[src/rtl/adc_scan_avg.sv]
// adc_scan_avg: round-robin ADC channel scanner, frame-synchronised to the serial interface,
// discarding stale post-switch frames and averaging 2**AVG_LOG2 samples per channel.
module adc_scan_avg #(
    parameter int NUM_CH       = 8,
    parameter int AVG_LOG2     = 2,
    parameter int DISCARD      = 1,
    parameter int FRAME_LEN    = 16,
    parameter int SAMPLE_PHASE = 0
) (
    input  logic        clk,
    input  logic        reset_n,
    input  logic        scan_en,
    input  logic [11:0] adc_result,
    output logic [2:0]  adc_chan,
    output logic [11:0] avg_data,
    output logic [2:0]  avg_ch,
    output logic        avg_valid,
    input  logic [2:0]  rd_ch,
    output logic [11:0] rd_data,
    output logic        busy
);
    localparam int FW = (FRAME_LEN > 1) ? $clog2(FRAME_LEN) : 1;
    localparam int AW = 12 + AVG_LOG2;
    localparam int SW = AVG_LOG2 + 1;
    localparam logic [FW-1:0] F_LAST = FW'(FRAME_LEN - 1);
    localparam logic [FW-1:0] F_TICK = FW'(SAMPLE_PHASE);
    localparam logic [SW-1:0] S_LAST = SW'((1 << AVG_LOG2) - 1);
    localparam logic [1:0]    D_LAST = 2'(DISCARD - 1);
    localparam logic [2:0]    C_LAST = 3'(NUM_CH - 1);
    localparam logic [3:0]    C_NUM  = 4'(NUM_CH);

    typedef enum logic [1:0] {IDLE, SETTLE, ACCUM} state_t;

    state_t          state, state_nx;
    logic [FW-1:0]   frame_cnt;
    logic [1:0]      disc_cnt;
    logic [SW-1:0]   smp_cnt;
    logic [AW-1:0]   acc, acc_sum;
    logic [11:0]     avg_val;
    logic [11:0]     regfile [8];
    logic            tick, start, disc_done, smp_done;

    assign tick      = frame_cnt == F_TICK;
    assign acc_sum   = acc + AW'(adc_result);
    assign avg_val   = 12'(acc_sum >> AVG_LOG2);
    assign start     = state == IDLE && tick && scan_en;
    assign disc_done = state == SETTLE && tick && disc_cnt == D_LAST;
    assign smp_done  = state == ACCUM && tick && smp_cnt == S_LAST;

    // Free-running mirror of the interface's frame counter; must stay in lockstep with it.
    always_ff @(posedge clk or negedge reset_n) begin
        if (!reset_n)
            frame_cnt <= '0;
        else
            frame_cnt <= (frame_cnt == F_LAST) ? '0 : frame_cnt + FW'(1);
    end

    always_ff @(posedge clk or negedge reset_n) begin
        if (!reset_n)
            state <= IDLE;
        else
            state <= state_nx;
    end

    always_comb begin
        state_nx = start     ? SETTLE :
                   disc_done ? ACCUM  :
                   smp_done  ? (scan_en ? SETTLE : IDLE) :
                   state;
    end

    always_comb begin
        busy = state != IDLE;
    end

    always_ff @(posedge clk or negedge reset_n) begin
        if (!reset_n) begin
            adc_chan  <= '0;
            disc_cnt  <= '0;
            smp_cnt   <= '0;
            acc       <= '0;
            avg_data  <= '0;
            avg_ch    <= '0;
            avg_valid <= 1'b0;
        end else begin
            avg_valid <= smp_done;
            if (start) begin
                adc_chan <= '0;
                disc_cnt <= '0;
                smp_cnt  <= '0;
                acc      <= '0;
            end
            if (state == SETTLE && tick)
                disc_cnt <= disc_cnt + 2'd1;
            if (state == ACCUM && tick) begin
                acc     <= smp_done ? '0 : acc_sum;
                smp_cnt <= smp_done ? '0 : smp_cnt + SW'(1);
            end
            // Channel only advances on the completing tick, so chan never moves mid-frame.
            if (smp_done) begin
                avg_data <= avg_val;
                avg_ch   <= adc_chan;
                disc_cnt <= '0;
                if (scan_en)
                    adc_chan <= (adc_chan == C_LAST) ? '0 : adc_chan + 3'd1;
            end
        end
    end

    always_ff @(posedge clk or negedge reset_n) begin
        if (!reset_n) begin
            for (int i = 0; i < 8; i++)
                regfile[i] <= '0;
        end else if (smp_done) begin
            regfile[adc_chan] <= avg_val;
        end
    end

    assign rd_data = ({1'b0, rd_ch} < C_NUM) ? regfile[rd_ch] : '0;

endmodule

[config.mk]
export PLATFORM = sky130hd
export DESIGN_NAME = adc_scan_avg
export DESIGN_NICKNAME = d
export VERILOG_FILES = /design/src/rtl/adc_scan_avg.sv
export SDC_FILE = /design/constraint.sdc
export NUM_CORES = 1
export LEC_CHECK = 0
export CORE_MARGIN = 2
export CORE_UTILIZATION = 59
export DETAILED_ROUTE_END_ITERATION = 8
export PLACE_DENSITY = 0.89
export SETUP_SLACK_MARGIN = 0.3
export SLEW_MARGIN = 10
export SYNTH_ARGS = -nofsm -noshare
export SYNTH_HDL_FRONTEND = slang
export SYNTH_SLANG_ARGS = --single-unit
[constraint.sdc]
create_clock -name clk -period 2.95 [get_ports clk]
set_clock_uncertainty 0.2 [all_clocks]
set_input_delay 0.59 -clock clk [delete_from_list [all_inputs] [get_ports clk]]
set_output_delay 0.59 -clock clk [all_outputs]
set_load 0.05 [all_outputs]
# Word-level counts from Yosys, hierarchy flattened
# Cells that the tools add are included.
[word_totals] romBits=0 elab_cells=70 in_bits=18 register_bits=140 latchBits=0 ramBits=0 output_inout_bits=32 mem_count=0
[classes] bitwise=2 reduce_logical=14 div=0 eq_ne=5 n_mul=0 add_sub_neg=5 n_mux=24 n_lt_le_gt_ge=3 shift=0
[ops] operator="bitwise mux 96 bit" count=1
[ops] operator="2-to-1 mux 14 bit" count=3
[ops] operator="binary-select mux 12 bit (select 3 bit)" count=1
[ops] operator="demux 12 bit (select 3 bit)" count=1
[ops] operator="2-to-1 mux 12 bit" count=3
[ops] operator="2-to-1 mux 3 bit" count=7
[ops] operator="adder 14 x 12 -> 14 bit" count=1
[ops] operator="2-to-1 mux 2 bit" count=6
[ops] operator="greater-or-equal comparator 4 bit, second input constant" count=2
[ops] operator="NOT 3 -> 4 bit" count=2
[ops] operator="logical AND 1 bit" count=7
[ops] operator="adder 3 x 1 -> 3 bit, second input constant" count=2
[ops] operator="nonzero test 3 bit" count=2
[ops] operator="adder 4 x 1 -> 4 bit, second input constant" count=1
[ops] operator="== test 4 bit, second input constant" count=1
[ops] operator="logical NOT 2 bit" count=2
[ops] operator="logical NOT 4 bit" count=1
[ops] operator="less-than comparator 4 x 1 -> 1 bit, second input constant" count=1
[ops] operator="2-to-1 mux 4 bit" count=1
[ops] operator="nonzero test 2 bit" count=2
[ops] operator="== test 3 x 2 -> 1 bit, second input constant" count=1
[ops] operator="== test 3 bit, second input constant" count=1
[ops] operator="adder 2 x 1 -> 2 bit, second input constant" count=1
[ops] operator="== test 2 x 1 -> 1 bit, second input constant" count=1
[ops] operator="2 further kinds" count=2

# Longest topological paths before layout
# Gate-level depths: netlist of the first run.
[logic_depth] depth_word=6 mapped_depth=12 ltp_nobuf=9

# Worst setup path before layout of the first run
# OpenSTA, ideal clock, no wires.
[synth_path] kind="input to output" start="input port rd_ch[0]" end="output port rd_data[0]" n_path_buf=2 arrival_time_ps=2123 t_required_ps=2160 path_slack_ps=37 cell_stages=4 cell_sequence="clkbuf_1 buf_2 mux4_2 mux2_2"
[synth_via] elab_chain_cells=4
[synth_rtl] element="start, declared" line="18" text="input logic [2:0] rd_ch,"
[synth_rtl] element="NOT 3 -> 4 bit (not written as such)" line="119" text="assign rd_data = ({1'b0, rd_ch} < C_NUM) ? regfile[rd_ch] : '0;"
[synth_rtl] element="binary-select mux 12 bit (select 3 bit)" line="119"
[synth_rtl] element="2-to-1 mux 12 bit (not written as such) (2 in series)" line="119"
[synth_rtl] element="end, declared" line="19" text="output logic [11:0] rd_data,"
# Every way passes these cells. The select of a mux whose other input is x is not followed.

# Final worst setup path of the first run
[layout_path] start="register frame_cnt[0]" end="register regfile[54] (netlist name)"
[layout_via] elab_chain_cells=3
[layout_rtl] element="start, declared" line="35" text="logic [FW-1:0] frame_cnt;"
[layout_rtl] element="start signal, assigned" line="55" text="frame_cnt <= (frame_cnt == F_LAST) ? '0 : frame_cnt + FW'(1);"
[layout_rtl] element="logical NOT 4 bit" line="43" text="assign tick = frame_cnt == F_TICK;"
[layout_rtl] element="logical AND 1 bit (2 in series)" line="48" text="assign smp_done = state == ACCUM && tick && smp_cnt == S_LAST;"
[layout_rtl] element="end signal, assigned by index" line="115" text="regfile[adc_chan] <= avg_val;"
[layout_rtl] element="end, declared" line="40" text="logic [11:0] regfile [8];"
# Every way passes these cells.
# A chain may end at the register's enable or synchronous reset.

==> results of run 1 <==
## power by group through the flow
stage | Clock (mW) | Sequential (mW) | Combinational [mW]
finish | 2.10 | 1.97 | 0.550
global route | 2.18 | 1.97 | 0.579
CTS | 2.07 | 1.97 | 0.487
detailed placement | 0 | 2.00 | 0.447
global placement | 0 | 2.00 | 0.428
floorplan | 0 | 2.00 | 0.225
## state kept, by name, indices dropped and copies added, names as in the netlist
register   count
smp_cnt        3
avg_valid      1
avg_data      12
disc_cnt       2
avg_ch         3
frame_cnt      4
adc_chan       3
acc           14
regfile       96
state          2
## final timing paths
check,from,endpoint,slack (ns),cells past startpoint
setup / recovery,frame_cnt[0]$_DFF_PN0_,regfile[54]$_DFFE_PN0P_,0.30,9
hold / removal,disc_cnt[0]$_DFFE_PN0P_,disc_cnt[0]$_DFFE_PN0P_,0.27,2
setup reg to reg,frame_cnt[0]$_DFF_PN0_,regfile[54]$_DFFE_PN0P_,0.30,9
hold reg to reg,disc_cnt[0]$_DFFE_PN0P_,disc_cnt[0]$_DFFE_PN0P_,0.27,2
max in group asynchronous,reset_n,regfile[36]$_DFFE_PN0P_,1.26,3
min in group asynchronous,reset_n,regfile[78]$_DFFE_PN0P_,0.48,2
## final cells by class
cell class | count | area [sq um] | share of cell area [%]
flip-flops and latches | 140 | 3503 | 38.62
multi-input cells | 452 | 3495 | 38.52
repair buffers | 124 | 1260 | 13.89
clock buffers | 20 | 456.7 | 5.034
well taps | 143 | 178.9 | 1.972
clock inverters | 12 | 113.9 | 1.255
inverters | 16 | 65.06 | 0.7171
## cells by family (layout without fill, tap and decap cells)
kind of cell / Yosys count / count (layout) / synth area share (%)
XOR/XNOR: 8 / 8 / 1.021
multiplexers: 48 / 48 / 11.78
adder cells (fa/ha/maj): 19 / 19 / 3.573
AO/OA/AOI/OAI: 173 / 174 / 15.48
buffers and inverters: 51 / 172 / 3.208
AND/OR/NAND/NOR: 203 / 203 / 13.91
flip-flops: 140 / 140 / 51.04
## layout by cell type (no fill, tap or decap), types with 5 or more instances in the layout
| master | Yosys | final |
|---|---|---|
| o21ai_0 | 89 | 86 |
| buf_6 | 2 | 14 |
| a21oi_1 | 10 | 9 |
| o21a_1 | 7 | 6 |
| ha_1 | 18 | 9 |
| dfrtp_1 | 140 | 140 |
| and2_1 | 8 | 7 |
| and3_1 | 8 | 6 |
| buf_12 | 0 | 7 |
| nand3_1 | 8 | 6 |
| nand2_1 | 127 | 126 |
| o21ai_1 | 14 | 14 |
| nor2_1 | 19 | 17 |
| buf_4 | 2 | 62 |
| inv_1 | 15 | 13 |
| mux4_2 | 24 | 24 |
| clkdlybuf4s50_1 | 0 | 25 |
| clkbuf_16 | 0 | 18 |
| a31o_2 | 8 | 8 |
| mux2_4 | 0 | 14 |
| mux2_2 | 22 | 8 |
| a21o_1 | 5 | 5 |
| ha_4 | 0 | 7 |
## cell usage after synthesis, types with 3 or more instances
library cell / instances / area share, %
nand2b_1: 4 / 0.36
nor2_1: 19 / 1.0
and3_1: 8 / 0.73
xor2_1: 4 / 0.51
a32o_1: 3 / 0.44
dfrtp_1: 140 / 51
clkbuf_1: 24 / 1.3
nand4_1: 3 / 0.27
nor3b_1: 3 / 0.33
and2_1: 8 / 0.73
ha_1: 18 / 3.3
a22o_1: 4 / 0.51
o21ai_0: 89 / 6.5
a31o_2: 8 / 1.0
nor3_1: 3 / 0.22
mux4_2: 24 / 7.9
nand3_1: 8 / 0.58
a21oi_1: 10 / 0.73
o211ai_1: 3 / 0.33
o21ai_1: 14 / 1.0
inv_1: 15 / 0.82
a21o_1: 5 / 0.55
nand2_1: 127 / 6.9
buf_2: 5 / 0.36
or3_1: 3 / 0.27
xnor2_1: 4 / 0.51
o21a_1: 7 / 0.77
o21bai_1: 3 / 0.33
mux2_2: 22 / 3.6
o31ai_1: 10 / 1.1
a31oi_1: 4 / 0.36
## stage by stage
stage          TNS [ns]  setup slack [ns]  util, %  total power, mW  instances
2_1_floorplan         0            0.2671        -            2.220        642
3_3_place_gp     -12.07           -0.2939    69.96            2.425        862
3_5_place_dp     -20.93           -0.4051    69.96            2.446        862
4_1_cts               0            0.2476    77.23            4.524        902
5_1_grt               0            0.1595    79.80            4.725        907
6_report              0            0.2953    79.80            4.621        907
## layer usage
metal	vias to the layer above	share of wire, %	global-route usage, %
met5	-	0	0
met4	0	7.6	20.91
met3	159	9.3	9.472
met2	499	48	55.92
met1	3065	35	42.79
li1	2522	-	-
## repair_timing
action,CTS,global route
gates resized for setup,39,50
buffers inserted,2,4
setup endpoints to repair,97,79
hold buffers,1,0
pin swaps,8,12
gates cloned,5,1
endpoints found under the hold margin,54,0
## worst max-delay path: cells and delay by family (launching register included)
kind / cells / cell delay [ns]
buffers and inverters: 2 / 0.25
flip-flops: 1 / 0.41
AND/OR/NAND/NOR: 5 / 1.19
adder cells (fa/ha/maj): 1 / 0.17
AO/OA/AOI/OAI: 1 / 0.35
==> flow_summary.toml, run 1 <==
[run_status]
outcome = "complete, no violations"

[finish]
drive_above_1_share_pct = 29.71
antenna_cells = 0
fillerInstances = 577
design_area_sq_um = 9072
area.growth.synth_to_final_pct = 32.17
final_nets = 788

[setup_path]
crit_arrival_ns = 2.79
cp-start-kind = "flop"
worst-path-max-fanout = 12
crit_top_cell = "nand2_1"
crit_path_max_incr_delay_ns = 0.41
cp_slowest_cell = "dfrtp_1"
criticalPathCategory = "reg -> reg"
end_kind = "flop"
crit_chain = "inv_1 > ha_1 > nor4b_4 > and2_4 > nand2_1 > clkinv_4 > nand2_1 > or2_1 > o31ai_4"
required_ns = 3.09

[clocking]
clk_pin_slew_ns = 0.07
cts_tree = "built"
tritoncts.num_buffers = 17
cts-root-buf = "clkbuf_16"
clk_latency_ns = 0.44
cts_max_level = 4
cts_buffer_depth = 2
cts_sinks = 140

[die]
placementRows = 39
core_sq_um = 11370
die_area_sq_um = 12510
ios = 50
initial_core_util_pct = 60.37
chipHeight_um = 111.9
dieWidth_um = 111.9

[placement]
port_buffers = 49
place_hpwl_um = 12220
gp_congestion = 0.9065
postPlaceCellArea_sq_um = 7954

[logic_synthesis]
synth_area_sq_um = 6864
synth_warnings = 0
syn_inst = 642
syn_avg_cell_area_sq_um = 10.69
ys.flop_type = "dfrtp_1"
synth_edf_count = 0
synth_seq_area_share_pct = 51.04
ys_async_sr_fraction_pct = 100.0
ys_types = 63
syn_nets = 679
ys_seq_elements = 140

[sta]
rsz0062_at_grt = "true"
tightestPinTransition_ns = 0.6550
drv_slew = 0
hold_violations = 0
post-route-min-period_ns = 2.655
fin_crit_sh_pct = 89.99
fin_hold_ws_ns = 0.2657
max_freq_mhz = 376.7
setup_viol = 0
slew_headroom_pct = 56.04

[grt]
grt_pass1_wl_um = 33390
grtUsageTotal_pct = 34.97
grt_pass1_vias = 6217
gr-total-overflow = 0
antenna_found_initial = 0
grt_max_degree = 58

[power]
power_frac_comb_pct = 11.9
swShare_pct = 26.76
p_per_area_nw_per_um2 = 509.4
internal_power_mw = 3.385
seqPwrFrac_pct = 42.6
switchingPower_mw = 1.237
p_leak_nw = 4.191
p_clk_share_pct = 45.5
ir_drop_v = 0.0007686

[drt]
final_antenna_net_count = 0
routedWlPerCell_um = 25.21
vias = 6245
viasPerCell = 6.885
drt_iter0_drc = 913
drtPass1Iterations = 6
drc = 0
wl_um = 22870

[worst_hold_path]
hold_class = "reg -> reg"

[run]
maxCapViolCount = 0
(Power assumes the default switching activity.)
==> run 2: changes to the inputs <==
- SETUP_SLACK_MARGIN: 0.3 -> default
==> run 2 against run 1 <==
- the flow now finishes with violations (hold timing)
- setup slack worse by 0.26 ns
- sequential power about the same
- global-route usage down 3.6 points
- cell area down 6.5%
- maximum frequency down 9.0%
- register-to-register slack worse by 0.08 ns
- first-iteration DRC count down 36%
- via count down 7.2%
- core utilization down 5.2 points
- total power down 2.3%
- critical endpoint is now regfile[46]$_DFFE_PN0P_
- largest cell class unchanged
- largest power group unchanged
==> flow_summary.toml, run 2 (synthesis results as in run 1) <==
[power]
internal_power_mw = 3.331
power_frac_comb_pct = 10.2
finalPower_mw = 4.517
p_clk_share_pct = 46.3
p_leak_nw = 3.930
ir_drop_v = 0.0005264
seqPwrFrac_pct = 43.5
swShare_pct = 26.25
switchingPower_mw = 1.186
p_per_area_nw_per_um2 = 532.7

[grt]
grt_max_degree = 75
antenna_found_initial = 0
grt_pass1_wl_um = 30650
gr-total-overflow = 0
grt_pass1_vias = 6112
grtUsageTotal_pct = 31.34

[setup_path]
end_kind = "flop"
cp_slowest_cell = "a311o_2"
crit_path_max_incr_delay_ns = 0.47
crit_arrival_ns = 3.02
criticalPathCategory = "in -> reg"
cp-start-kind = "input pin"
crit_chain = "clkdlybuf4s50_1 > ha_1 > inv_1 > fa_1 > nor2b_2 > o31ai_2 > o21ai_2 > buf_4 > a311o_2 > mux2_2"
required_ns = 3.06
worst-path-max-fanout = 9

[sta]
slew_headroom_pct = 53.87
tightestPinTransition_ns = 0.6920
max_freq_mhz = 342.7
fin_crit_sh_pct = 98.92
drv_slew = 0
setup_viol = 0
setup_ws_ns = 0.03173
fin_hold_ws_ns = -0.02399
post-route-min-period_ns = 2.918
hold_violations = 24

[drt]
final_antenna_net_count = 0
drt_iter0_drc = 587
viasPerCell = 6.533
drc = 0
vias = 5795
routedWlPerCell_um = 21.30
drtPass1Iterations = 5
wl_um = 18890

[clocking]
cts_buffer_depth = 2
cts_tree = "built"
tritoncts.num_buffers = 17
cts_max_level = 4
cts-root-buf = "clkbuf_16"
clk_pin_slew_ns = 0.07
cts_hold_repair.buffers = 0
cts_sinks = 140
clk_latency_ns = 0.42

[placement]
place_ws_ns = -0.4974
gp_congestion = 0.9286
postPlaceCellArea_sq_um = 7828
place_hpwl_um = 12000
port_buffers = 49

[die]
dieWidth_um = 111.9
chipHeight_um = 111.9
core_sq_um = 11370
initial_core_util_pct = 60.37
die_area_sq_um = 12510
ios = 50
placementRows = 39

[finish]
reg_top3 = "regfile (96), acc (14), avg_data (12)"
drive_above_1_share_pct = 24.06
final_nets = 768
design_area_sq_um = 8479
regMostFlops = "regfile"
largest_reg_flops = 96
antenna_cells = 0
layout_commonest_cell = "dfrtp_1"
fillerInstances = 686
layout_common_cells = "dfrtp_1, nand2_1, o21ai_0"
area.growth.synth_to_final_pct = 23.53

[run]
maxCapViolCount = 0

[run_status]
violations = "hold timing"
outcome = "complete, but fails checks"

[worst_hold_path]
hold_class = "in -> async"
## run 2: metrics by stage
stage,cells,setup TNS [ns],utilization [%]
final,887,0,74.58
after global routing,887,-0.2823,74.58
after CTS,887,0,74.18
after detailed placement,854,-21.40,68.85
after global placement,854,-13.70,68.85
after floorplan,642,0,-
## run 2: power by group through the flow
stage | sequential, mW | combinational (mW) | clock, mW
2_1_floorplan | 2.00 | 0.215 | 0
3_3_place_gp | 2.00 | 0.416 | 0
4_1_cts | 1.96 | 0.449 | 2.09
5_1_grt | 1.97 | 0.495 | 2.17
6_report | 1.97 | 0.462 | 2.09
3_5_place_dp | 2.00 | 0.439 | 0
## run 2: routing by layer
metal / up-vias / GRT usage, % / share of wire (%)
met4: 0 / 15.72 / 4.0
met5: - / 0 / 0
met1: 2893 / 38.73 / 37
met2: 328 / 52.20 / 50
li1: 2493 / - / -
met3: 81 / 7.131 / 8.1
## run 2: cell type report
cell class,count,area [sq um],area share [%]
Inverter,16,60.06,0.7083
Timing Repair Buffer,105,975.9,11.51
Clock inverter,13,128.9,1.520
Sequential cell,140,3503,41.32
Clock buffer,19,442.9,5.224
Tap cell,143,178.9,2.110
Multi-Input combinational cell,451,3189,37.61
## run 2: worst max-delay path, delay by kind of cell
family / cells / cell delay (ns)
buffers and inverters: 3 / 0.64
AND/OR/NAND/NOR: 1 / 0.08
AO/OA/AOI/OAI: 3 / 0.96
adder cells (fa/ha/maj): 2 / 0.45
multiplexers: 1 / 0.30
## run 2: what timing repair did
action / 4_1_cts / 5_1_grt
pin swaps: 0 / 3
setup buffers: 0 / 0
gates resized for setup: 3 / 11
endpoints found under the hold margin: 0 / 0
gates cloned: 1 / 0
endpoints found under the setup margin: 11 / 43
## run 2: path summary, 6_finish.rpt
kind,start,to,slack [ns],cells after the start
worst min-delay path,reset_n,avg_data[2]$_DFFE_PN0P_,-0.02,1
max in group asynchronous,reset_n,regfile[85]$_DFFE_PN0P_,1.77,2
worst max-delay path,adc_result[0],regfile[46]$_DFFE_PN0P_,0.03,10
worst min register to register,regfile[86]$_DFFE_PN0P_,regfile[86]$_DFFE_PN0P_,0.28,2
min in group clk,regfile[86]$_DFFE_PN0P_,regfile[86]$_DFFE_PN0P_,0.28,2
worst max register to register,frame_cnt[0]$_DFF_PN0_,regfile[32]$_DFFE_PN0P_,0.22,9
